==> config.mk <==
export PLATFORM = sky130hd
export DESIGN_NAME = pc_fetch
export DESIGN_NICKNAME = d
export VERILOG_FILES = /design/src/rtl/pc_fetch.sv
export SDC_FILE = /design/constraint.sdc
export NUM_CORES = 1
export LEC_CHECK = 0
export CORE_MARGIN = 4
export CORE_UTILIZATION = 25
export CTS_BUF_LIST = sky130_fd_sc_hd__clkbuf_8
export CTS_CLUSTER_DIAMETER = 80
export DETAILED_ROUTE_END_ITERATION = 8
export GPL_ROUTABILITY_DRIVEN = 0
export MAX_ROUTING_LAYER = met4
export PLACE_DENSITY = 0.58
export REMOVE_ABC_BUFFERS = 1
export SLEW_MARGIN = 40
export SYNTH_ARGS = -nofsm -noshare
export SYNTH_HDL_FRONTEND = slang
export SYNTH_SLANG_ARGS = --single-unit
==> constraint.sdc <==
create_clock -name clk -period 3.99 [get_ports clk]
set_input_delay 0.9975 -clock clk [delete_from_list [all_inputs] [get_ports clk]]
set_output_delay 0.9975 -clock clk [all_outputs]
set_load 0.01 [all_outputs]
==> src/rtl/pc_fetch.sv <==
// rtl/pc_fetch.sv - program counter and instruction fetch sequencer with branch/jump/halt/exception redirect
// Optional feature macro: PC_FETCH_EXC_VECTOR_EN (exception vectors to EXC_VECTOR instead of halting)
module pc_fetch #(
    parameter int              BITS       = 32,
    parameter logic [BITS-1:0] RESET_PC   = 32'h0000_0000,
    parameter logic [BITS-1:0] EXC_VECTOR = 32'h0000_0080
) (
    input  logic            clk,
    input  logic            rst_,
    output logic [BITS-1:0] imem_addr,
    output logic            imem_req,
    input  logic            imem_ack,
    output logic            load_instr,
    output logic            flush,
    input  logic            jmp,
    input  logic            jal,
    input  logic            jreg,
    input  logic            breq,
    input  logic            brne,
    input  logic            halt,
    input  logic            exception,
    input  logic            equal,
    input  logic            not_equal,
    input  logic [25:0]     addr,
    input  logic [15:0]     imm,
    input  logic [BITS-1:0] jreg_data,
    output logic [BITS-1:0] ret_addr,
    output logic [BITS-1:0] epc,
    output logic            halted
);

    typedef enum logic [1:0] {S_FETCH, S_WAIT, S_HALTED} state_t;

    state_t          state, state_n;
    logic [BITS-1:0] pc, pc_n;
    logic [BITS-1:0] decode_pc, decode_pc_n;
    logic            decode_valid, decode_valid_n;
    logic [BITS-1:0] epc_n;
    logic            load_c, flush_c;
    logic            taken;
    logic [BITS-1:0] target;

    assign ret_addr  = decode_pc + BITS'(4);
    assign imem_addr = pc;
    assign halted    = (state == S_HALTED);

    // Outputs are forced quiet while reset is held, even if an ack arrives.
    assign imem_req   = rst_ && (state != S_HALTED);
    assign load_instr = rst_ && load_c;
    assign flush      = rst_ && flush_c;

    // Redirect decision and target select for the instruction in decode.
    always_comb begin
        taken = decode_valid & (jmp | jal | jreg | (breq & equal) | (brne & not_equal));
        if (jmp || jal)
            target = {ret_addr[BITS-1:28], addr, 2'b00};
        else if (jreg)
            target = jreg_data;
        else
            target = ret_addr + {{(BITS-18){imm[15]}}, imm, 2'b00};
    end

    // Next-state and strobe logic: exception > halt > redirect > sequential fetch.
    always_comb begin
        state_n        = state;
        pc_n           = pc;
        decode_pc_n    = decode_pc;
        decode_valid_n = 1'b0;
        epc_n          = epc;
        load_c         = 1'b0;
        flush_c        = 1'b0;
        if (state != S_HALTED) begin
            if (decode_valid && exception) begin
                flush_c = 1'b1;
                epc_n   = decode_pc;
`ifdef PC_FETCH_EXC_VECTOR_EN
                pc_n    = EXC_VECTOR;
                state_n = S_FETCH;
`else
                state_n = S_HALTED;
`endif
            end else if (decode_valid && halt) begin
                flush_c = 1'b1;
                state_n = S_HALTED;
            end else if (taken) begin
                // Any ack this cycle belongs to the wrong path and is dropped.
                flush_c = 1'b1;
                pc_n    = target;
                state_n = S_FETCH;
            end else if (imem_ack) begin
                load_c         = 1'b1;
                decode_pc_n    = pc;
                pc_n           = pc + BITS'(4);
                decode_valid_n = 1'b1;
                state_n        = S_FETCH;
            end else begin
                state_n = S_WAIT;
            end
        end
    end

    // State and datapath registers with asynchronous active-low reset.
    always_ff @(posedge clk or negedge rst_) begin
        if (!rst_) begin
            state        <= S_FETCH;
            pc           <= RESET_PC;
            decode_pc    <= RESET_PC;
            decode_valid <= 1'b0;
            epc          <= '0;
        end else begin
            state        <= state_n;
            pc           <= pc_n;
            decode_pc    <= decode_pc_n;
            decode_valid <= decode_valid_n;
            epc          <= epc_n;
        end
    end

endmodule

Word-level counts from Yosys, hierarchy flattened --
Index checks and enable logic that the tools add are counted.
Operators by class: $add $sub $neg 3, equality and inequality tests 2, muxes and demuxes 17, bitwise gates (word level) 10, reduce and logical (&&, ||, !) cells 10
Operators with widths (number):
- 32-bit 2-to-1 mux | 4
- 32-bit by 3-bit adder with 32-bit output (second input constant) | 2
- 32-bit adder | 1
- 1-bit 2-to-1 mux | 11
- 1-bit logical AND | 5
- 5-bit AND reduction | 1
- 2-bit 2-to-1 mux | 2
- 1-bit bitwise OR | 4
- 4-bit AND reduction | 1
- 1-bit bitwise AND | 3
- 1-bit inverter | 3
- 2-bit equality test (second input constant) | 1
- 2-bit inequality test (second input constant) | 1
- 2-bit AND reduction | 1
- 2-bit nonzero test | 1
- 1-bit logical OR | 1
Storage, ports and cells: flip-flop bits (word level) 99, input port bits 86, output and inout port bits 100, word-level logic and storage cells 47

Longest topological paths before layout --
Gate-level depths: netlist (run 1).
depth after elaboration 10, gate-level depth with buffers 16, depth with buffers taken out 15

Worst setup path after synthesis (run 1) --
No wires, ideal clock.
path type register -> register, start register decode_pc[4], end register pc[31] (netlist: imem_addr[31]), library setup time 0.139 ns, data arrival time 3.236 ns, data required time 3.851 ns, path slack 0.614 ns, cell stages (with the launch flop) 15, buffers on the path 2, clock period less this slack 3.376 ns, path through dfrtp_1 > and4_1 > and4_1 > buf_4 > nand2_1 > xnor2_1 > ha_1 > clkbuf_1 > and4_1 > a221oi_2 > and4bb_2 > a211oi_1 > a311oi_1 > mux2i_1 > o32ai_2
Between the ends: longest elaborated chain between the ends 5
RTL lines:
- from (decl) | RTL line 36 | logic [BITS-1:0] decode_pc, decode_pc_n;
- from (signal assigned) | RTL line 113 | decode_pc <= decode_pc_n;
- 32-bit by 3-bit adder with 32-bit output | RTL line 43 | assign ret_addr = decode_pc + BITS'(4);
- named net ret_addr[17] | RTL line 27 | output logic [BITS-1:0] ret_addr,
- 32-bit adder | RTL line 60 | target = ret_addr + {{(BITS-18){imm[15]}}, imm, 2'b00};
- 32-bit 2-to-1 mux | RTL line 57 | else if (jreg)
- 32-bit 2-to-1 mux | RTL line 55 | if (jmp || jal)
- 32-bit 2-to-1 mux | RTL line 85 | end else if (taken) begin
- to (signal assigned) | RTL line 112 | pc <= pc_n;
- to (decl) | RTL line 35 | logic [BITS-1:0] pc, pc_n;
The timed path passes the listed nets, and every way through them passes these cells. A chain may end at the register's enable or synchronous reset.

Final worst setup path (run 1) --
start input port jal, end output port load_instr
Between the ends: longest elaborated chain between the ends 10
RTL lines:
- from (decl) | RTL line 16 | input logic jal,
- 1-bit bitwise OR (4 in a row) | RTL line 54 | taken = decode_valid & (jmp | jal | jreg | (breq & equal) | (brne & not_equal));
- 1-bit bitwise AND | RTL line 54
- 1-bit 2-to-1 mux | RTL line 85
- 1-bit 2-to-1 mux | RTL line 82 | end else if (decode_valid && halt) begin
- 1-bit 2-to-1 mux | RTL line 73 | if (decode_valid && exception) begin
- 1-bit 2-to-1 mux | RTL line 72 | if (state != S_HALTED) begin
- 1-bit logical AND | RTL line 49 | assign load_instr = rst_ && load_c;
- to (decl) | RTL line 13 | output logic load_instr,
No other way between the ends.

==> out/results.txt, run 1 <==
Outcome: completed
Vias in the first global route: 7191
Number of port buffers: 185
Routed wire length on met2: 12.9 mm
Clock Sink Count: 99
Cell Pwr Density: 186 nW/um2
Placed cells: 1402
Initial DRC count: 669
YS warnings: 0
HPWL Detailed: 23.2 mm
Global-route wire length before repair: 43.5 mm
Die H: 179 um
Remaining DRCs: 0
CP Data Arrival Time: 2940 ps
Initial antenna violation count: 5
CTS Buf Count: 9
Clock Path Buffers: 2
Top delay family on crit path: simple AND/OR/NAND/NOR gates
Max-cap violations: 0
Leak pwr: 4.45 nW
Post-Route Skew: 13.4 ps
Ys async rst share: 1.00
Finished Cell Area: 10200 um2
Die Area: 31900 um2
#FFs+latches synth: 99
Grt total ovfl: 0
Hold buffer count at cts: 0
Worst r2r src: decode_pc[6]$_DFFE_PN0P_
Clk slew on worst S/H paths: 100 ps
Final WL: 29.3 mm
Worst r2r path cells: 14
Commonest cells post-synth: dfrtp_1 (99), nand2_1 (73), a21oi_1 (66)
GRT Total Usage: 0.184
Htree depth: 3
CP endpoint: load_instr
RSZ-0062 raised after global routing: false
Synth area leaders: dfrtp_1 (34%), ha_1 (6.0%), mux2_2 (5.7%)
I/O Pins: 186
Core Region: 28700 um2
Clk_lat worst skew: 380 ps
Final number of setup-violating endpoints: 0
Share of the synthesized area in the top cell type: 0.340
Crit path launch: jal
Initial DRT Pass Iterations: 7
Cell depth of the worst setup path: 7
CTS tree: done
Most common cell in the netlist: dfrtp_1
WP buf/inv: 2
Min-delay worst type: input pin to async pin
Register area share after synthesis: 0.340
Non-filler instance count after layout: 1423
Setup crit start kind: input pin
Main synth FF type: dfrtp_1
Slowest CP cell: clkdlybuf4s50_1
Slew headroom: 0.526
Tcrit/Tclk final: 0.987
Nets: 1151
Die Wd: 179 um
CP endpoint kind: output port
Clock root cell: clkbuf_8
Critical Path RT: 2990 ps
VDD IR max: 144 uV
Largest stage delay, worst path: 460 ps
Count of pins over their slew limit: 0
Routed met3 length: 3.20 mm
CP cell instances: clkdlybuf4s50_1 > or3_4 > a221o_1 > and2_2 > nor2_8 > and3_4 > clkdlybuf4s15_2
Crit-path max FO: 3
Critical path class: input pin to output port
Largest net degree at the start of global routing: 61
Mean Syn Cell Area: 9.01 um2
Distinct cells, synth: 77
Post-Syn Area: 7290 um2
Min cycle time layout: 3940 ps
Peak Freq: 254 MHz
Post-DP Area: 9910 um2
Final-report hold violation count: 0
Cell accounting for the most synthesized area: dfrtp_1
Syn Inst Count: 809
Via/cell ratio: 5.19
Reg2reg end: imem_addr[31]$_DFFE_PN0P_
Layout cell share with drive strength beyond 1: 0.162
Drt wl/cell: 20.6 um
Number of synthesized flops with an enable pin: 0
WL met1: 12.5 mm
Starting Density: 0.254
Slack of the worst reg-to-reg path: 300 ps
# rows: 62
Slew @ Worst Pin: 710 ps
DR vias: 7380
Syn-to-layout area delta: 40.2%
Top layer used by detailed routing: met4
Post-route ant nets: 0
[area by class of cell]
type,instances,area [um2]
fillers,3001,18500
multi-input cells,651,4650
flip-flops and latches,99,2480
repair buffers,252,2350
well taps,384,480
clock buffers,10,138
inverters,16,60.1
clock inverters,5,36.3
diodes,6,15.0
[per-stage QoR]
stage               TNS (ps)  total power, mW  hold slack, ps   util  setup slack [ps]
floorplan                  0             1.11             517      -               270
global placement        -399             1.29             488  0.345              -349
detailed placement      -389             1.29             490  0.345              -344
CTS                        0             1.92             455  0.352              10.8
global route               0             1.99             456  0.356              3.01
finish                     0             1.90             473  0.356              53.2
[sequential cells by signal, indices dropped and copies added (netlist names)]
register,cells
decode_pc,32
state,2
epc,32
decode_valid,1
imem_addr,32
[worst min-delay path by stage]
stage	from	to	slack [ps]	depth (start not counted)
floorplan	decode_pc[7]$_DFFE_PN0P_	decode_pc[7]$_DFFE_PN0P_	520	1
global placement	imem_addr[0]$_DFFE_PN0P_	imem_addr[0]$_DFFE_PN0P_	490	2
detailed placement	imem_addr[0]$_DFFE_PN0P_	imem_addr[0]$_DFFE_PN0P_	490	2
CTS	rst_	state[0]$_DFFE_PN0N_	460	1
global route	rst_	state[0]$_DFFE_PN0N_	460	1
finish	rst_	decode_valid$_DFF_PN0_	470	1
[cells by family after synthesis]
| kind of cell | share of synthesized area |
|---|---|
| DFF | 0.340 |
| AOI/OAI and AO/OA | 0.208 |
| muxes | 0.111 |
| adders and majority gates | 0.0628 |
| xor gates and xnor gates | 0.0575 |
| and+or+nand+nor | 0.183 |
| buffers and inverters | 0.0369 |
[cells in the final DEF (no fill, tap or decap), types with 4 or more instances in the layout]
master / n
clkdlybuf4s50_1: 181
buf_4: 67
o211ai_1: 11
a31oi_1: 9
mux2_2: 37
nor3_1: 11
diode_2: 6
nand3_1: 28
a211oi_1: 13
a21oi_1: 65
o21ai_0: 63
o22ai_1: 6
nand2b_1: 7
ha_1: 35
dfrtp_1: 96
nor4_1: 5
nand2_1: 73
o21bai_1: 4
mux2i_1: 8
mux2_1: 16
nand4_1: 21
xor2_1: 15
nor2_1: 50
mux2_4: 9
nor2b_1: 4
and3_1: 14
or3_1: 6
o31ai_1: 6
xnor2_2: 6
o311ai_0: 5
clkbuf_8: 10
and4_1: 12
o21ai_1: 5
xnor2_1: 23
inv_1: 16
a21o_1: 13
[power breakdown]
part / total, mW / internal (mW) / switching (mW)
logic: 0.272 / 0.130 / 0.142
clock network: 0.625 / 0.246 / 0.380
registers: 1.00 / 1.00 / 0
total: 1.90 / 1.38 / 0.522
[repair_timing]
item / 4_1_cts / 5_1_grt
gates resized for setup: 6 / 19
buffers inserted: 0 / 0
endpoints found under the setup margin: 3 / 11
pin swaps: 0 / 2
endpoints found under the hold margin: 0 / 0
[metal layers]
layer,GRT usage,vias to the layer above
met5,-,-
met3,0.0652,41
li1,-,3468
met2,0.278,359
met4,0.0329,0
met1,0.241,3512
Power figures use the tool's default switching activity.
==> run 2: changes to the inputs <==
--- a/config.mk
+++ b/config.mk
@@ -12,7 +12,7 @@
 export DETAILED_ROUTE_END_ITERATION = 8
 export GPL_ROUTABILITY_DRIVEN = 0
 export MAX_ROUTING_LAYER = met4
-export PLACE_DENSITY = 0.58
+export PLACE_DENSITY = 0.6
 export REMOVE_ABC_BUFFERS = 1
 export SLEW_MARGIN = 40
 export SYNTH_ARGS = -nofsm -noshare
==> constraint.sdc (replaced) <==
create_clock -name clk -period 3.4 [get_ports clk]
set_input_delay 0.85 -clock clk [delete_from_list [all_inputs] [get_ports clk]]
set_output_delay 0.85 -clock clk [all_outputs]
set_load 0.01 [all_outputs]
==> run 2 against run 1 <==
The run now ends with setup timing left. Setup slack worse by 110 ps. Critical path type is now flop to flop. Worst hold slack better by 43 ps. Register-to-register slack worse by 360 ps.
==> out/results.txt, run 2 (same netlist as run 1, synthesis figures left out) <==
Max-cap violations: 0 (unchanged)
Grt total ovfl: 0 (unchanged)
Commonest non-fill, non-tap cells in the layout: buf_4 (192), clkdlybuf4s50_1 (164), dfrtp_1 (99), nand2_1 (71), a21oi_1 (58)
Via/cell ratio: 5.10 (-1.7%)
Nets: 1280 (+11%)
Clock Path Buffers: 2 (unchanged)
CTS Buf Count: 9 (unchanged)
Worst hold path startpoint: imem_addr[0]$_DFFE_PN0P_
Die Area: 31900 um2 (unchanged)
Top delay family on crit path: compound AO/OA/AOI/OAI gates
Global-route wire length before repair: 46.4 mm (+6.8%)
Cell Pwr Density: 205 nW/um2 (+10%)
Clk slew on worst S/H paths: 110 ps (about the same)
Clk pwr share: 0.354 (+0.025)
Comb power frac: 0.151 (+0.008)
Drt wl/cell: 19.9 um (-3.3%)
GRT Total Usage: 0.195 (+0.0112)
VDD IR max: 184 uV (+28%)
Remaining DRCs: 0 (unchanged)
Clk_lat worst skew: 400 ps (+20 ps)
Die H: 179 um (unchanged)
HPWL Detailed: 24.0 mm (+3.2%)
Slew @ Worst Pin: 718 ps (+7.73 ps)
Tcrit/Tclk final: 1.02
Psw: 663 uW (+27%)
I/O Pins: 186 (unchanged)
Htree depth: 3 (unchanged)
Setup crit start kind: flop
# rows: 62 (unchanged)
CP Data Arrival Time: 3730 ps (+790 ps)
Slack of the worst reg-to-reg path: -60 ps (-360 ps)
RSZ-0062 raised after global routing: true
Final number of setup-violating endpoints: 2 (+2)
Hold buffer count at cts: 0 (unchanged)
Post-Route Skew: 12.0 ps (-1.35 ps)
Fill count: 2911 (-3.0%)
Initial DRC count: 538 (-20%)
Clock root cell: clkbuf_8
Core Region: 28700 um2 (unchanged)
Non-filler instance count after layout: 1550 (+8.9%)
Min cycle time layout: 3460 ps
Placed cells: 1501 (+7.1%)
Final WL: 30.8 mm (+5.3%)
Flop pwr share: 0.496 (-0.032)
Largest net degree at the start of global routing: 71 (+16%)
Slew headroom: 0.519 (-0.00641)
Worst setup margin: -60.8 ps (-114 ps)
Int Pwr: 1.71 mW (+24%)
Slowest CP cell: o211ai_1
WP buf/inv: 2 (unchanged)
Leak pwr: 5.33 nW (+20%)
Syn-to-layout area delta: 59.1%
Initial DRT Pass Iterations: 5 (-2)
CP cell instances: and4_4 > buf_4 > and3_4 > nand2_2 > xnor2_4 > ha_4 > a211oi_2 > nor2_1 > or2_1 > o211ai_1 > a211oi_2 > a311oi_2 > buf_4 > mux2i_2 > o32ai_2
Layout cell share with drive strength beyond 1: 0.304 (+0.143)
Commonest non-fill, non-tap cell in the layout: buf_4
Failing checks: setup timing
Peak Freq: 289 MHz
CP endpoint kind: flop
Largest stage delay, worst path: 420 ps (-40 ps)
FF/Latch Area: 2480 um2 (-0.15%)
Starting Density: 0.254 (unchanged)
Die Wd: 179 um (unchanged)
Vias in the first global route: 7928 (+10%)
Worst r2r src: decode_pc[6]$_DFFE_PN0P_
DR vias: 7904 (+7.1%)
Final-report hold violation count: 0 (unchanged)
Crit-path max FO: 3 (unchanged)
Crit path launch: decode_pc[6]$_DFFE_PN0P_
Critical path class: flop to flop
Switching share of power: 0.279 (+0.00475)
Total power: 2.37 mW (+25%)
Min-delay worst type: flop to flop
CTS tree: done
Number of port buffers: 185 (unchanged)
Outcome: finished, violations left
Clock Sink Count: 99 (unchanged)
Critical Path RT: 3670 ps (+680 ps)
Post-route ant nets: 0 (unchanged)
Initial antenna violation count: 3 (-2)
Count of pins over their slew limit: 0 (unchanged)
Area of the multi-input gates: 5020 um2 (+7.9%)
run 2: final cells by class:
class,instances,share of cell area
antenna,3,0.000648
clock buffer,9,0.0107
clock inverter,7,0.00734
inverter,16,0.00540
multi-input combinational,651,0.433
sequential,99,0.214
tap,384,0.0414
timing repair buffer,381,0.288
run 2: metal layers:
| metal | vias up | global-route usage | wire length, um |
|---|---|---|---|
| li1 | 3721 | - | - |
| met4 | 0 | 0.0441 | 636 |
| met3 | 33 | 0.0536 | 2940 |
| met5 | - | - | 0 |
| met2 | 364 | 0.303 | 14000 |
| met1 | 3786 | 0.255 | 13200 |
run 2: tightest hold or removal path: cells and delay by family, from the launching register on:
family          cells  cell delay, ps
compound gates      1              50
flops               1             380
simple gates        1              50
run 2: worst paths after layout:
path                       depth (start not counted)                   endpoint
setup reg to reg                                  15  imem_addr[31]$_DFFE_PN0P_
max in group asynchronous                          3  decode_pc[27]$_DFFE_PN0P_
hold / removal                                     2   imem_addr[0]$_DFFE_PN0P_
min in group asynchronous                          2        epc[22]$_DFFE_PN0P_
hold reg to reg                                    2   imem_addr[0]$_DFFE_PN0P_
setup / recovery                                  15  imem_addr[31]$_DFFE_PN0P_
run 2: power groups by stage:
stage,registers (mW),clock network [mW],logic (mW)
CTS,1.18,0.864,0.348
global route,1.18,0.911,0.385
detailed placement,1.20,0,0.341
global placement,1.20,0,0.339
floorplan,1.20,0,0.101
finish,1.18,0.840,0.358
run 2: repair_timing:
action,CTS,global route
setup endpoints to repair,28,30
buffers inserted,21,11
pin swaps,29,46
hold endpoints to repair,0,0
resized for setup,77,54
run 2: per-stage QoR:
| stage | cell area (um2) | util | setup WS [ps] | hold WS [ps] | setup TNS (ps) |
|---|---|---|---|---|---|
| 2_1_floorplan | 7080 | - | -34.1 | 517 | -59.5 |
| 3_3_place_gp | 10700 | 0.372 | -422 | 490 | -3380 |
| 3_5_place_dp | 10700 | 0.372 | -477 | 495 | -4190 |
| 4_1_cts | 11300 | 0.393 | -8.58 | 523 | -8.58 |
| 5_1_grt | 11600 | 0.404 | -171 | 541 | -972 |
| 6_report | 11600 | 0.404 | -60.8 | 516 | -66.4 |
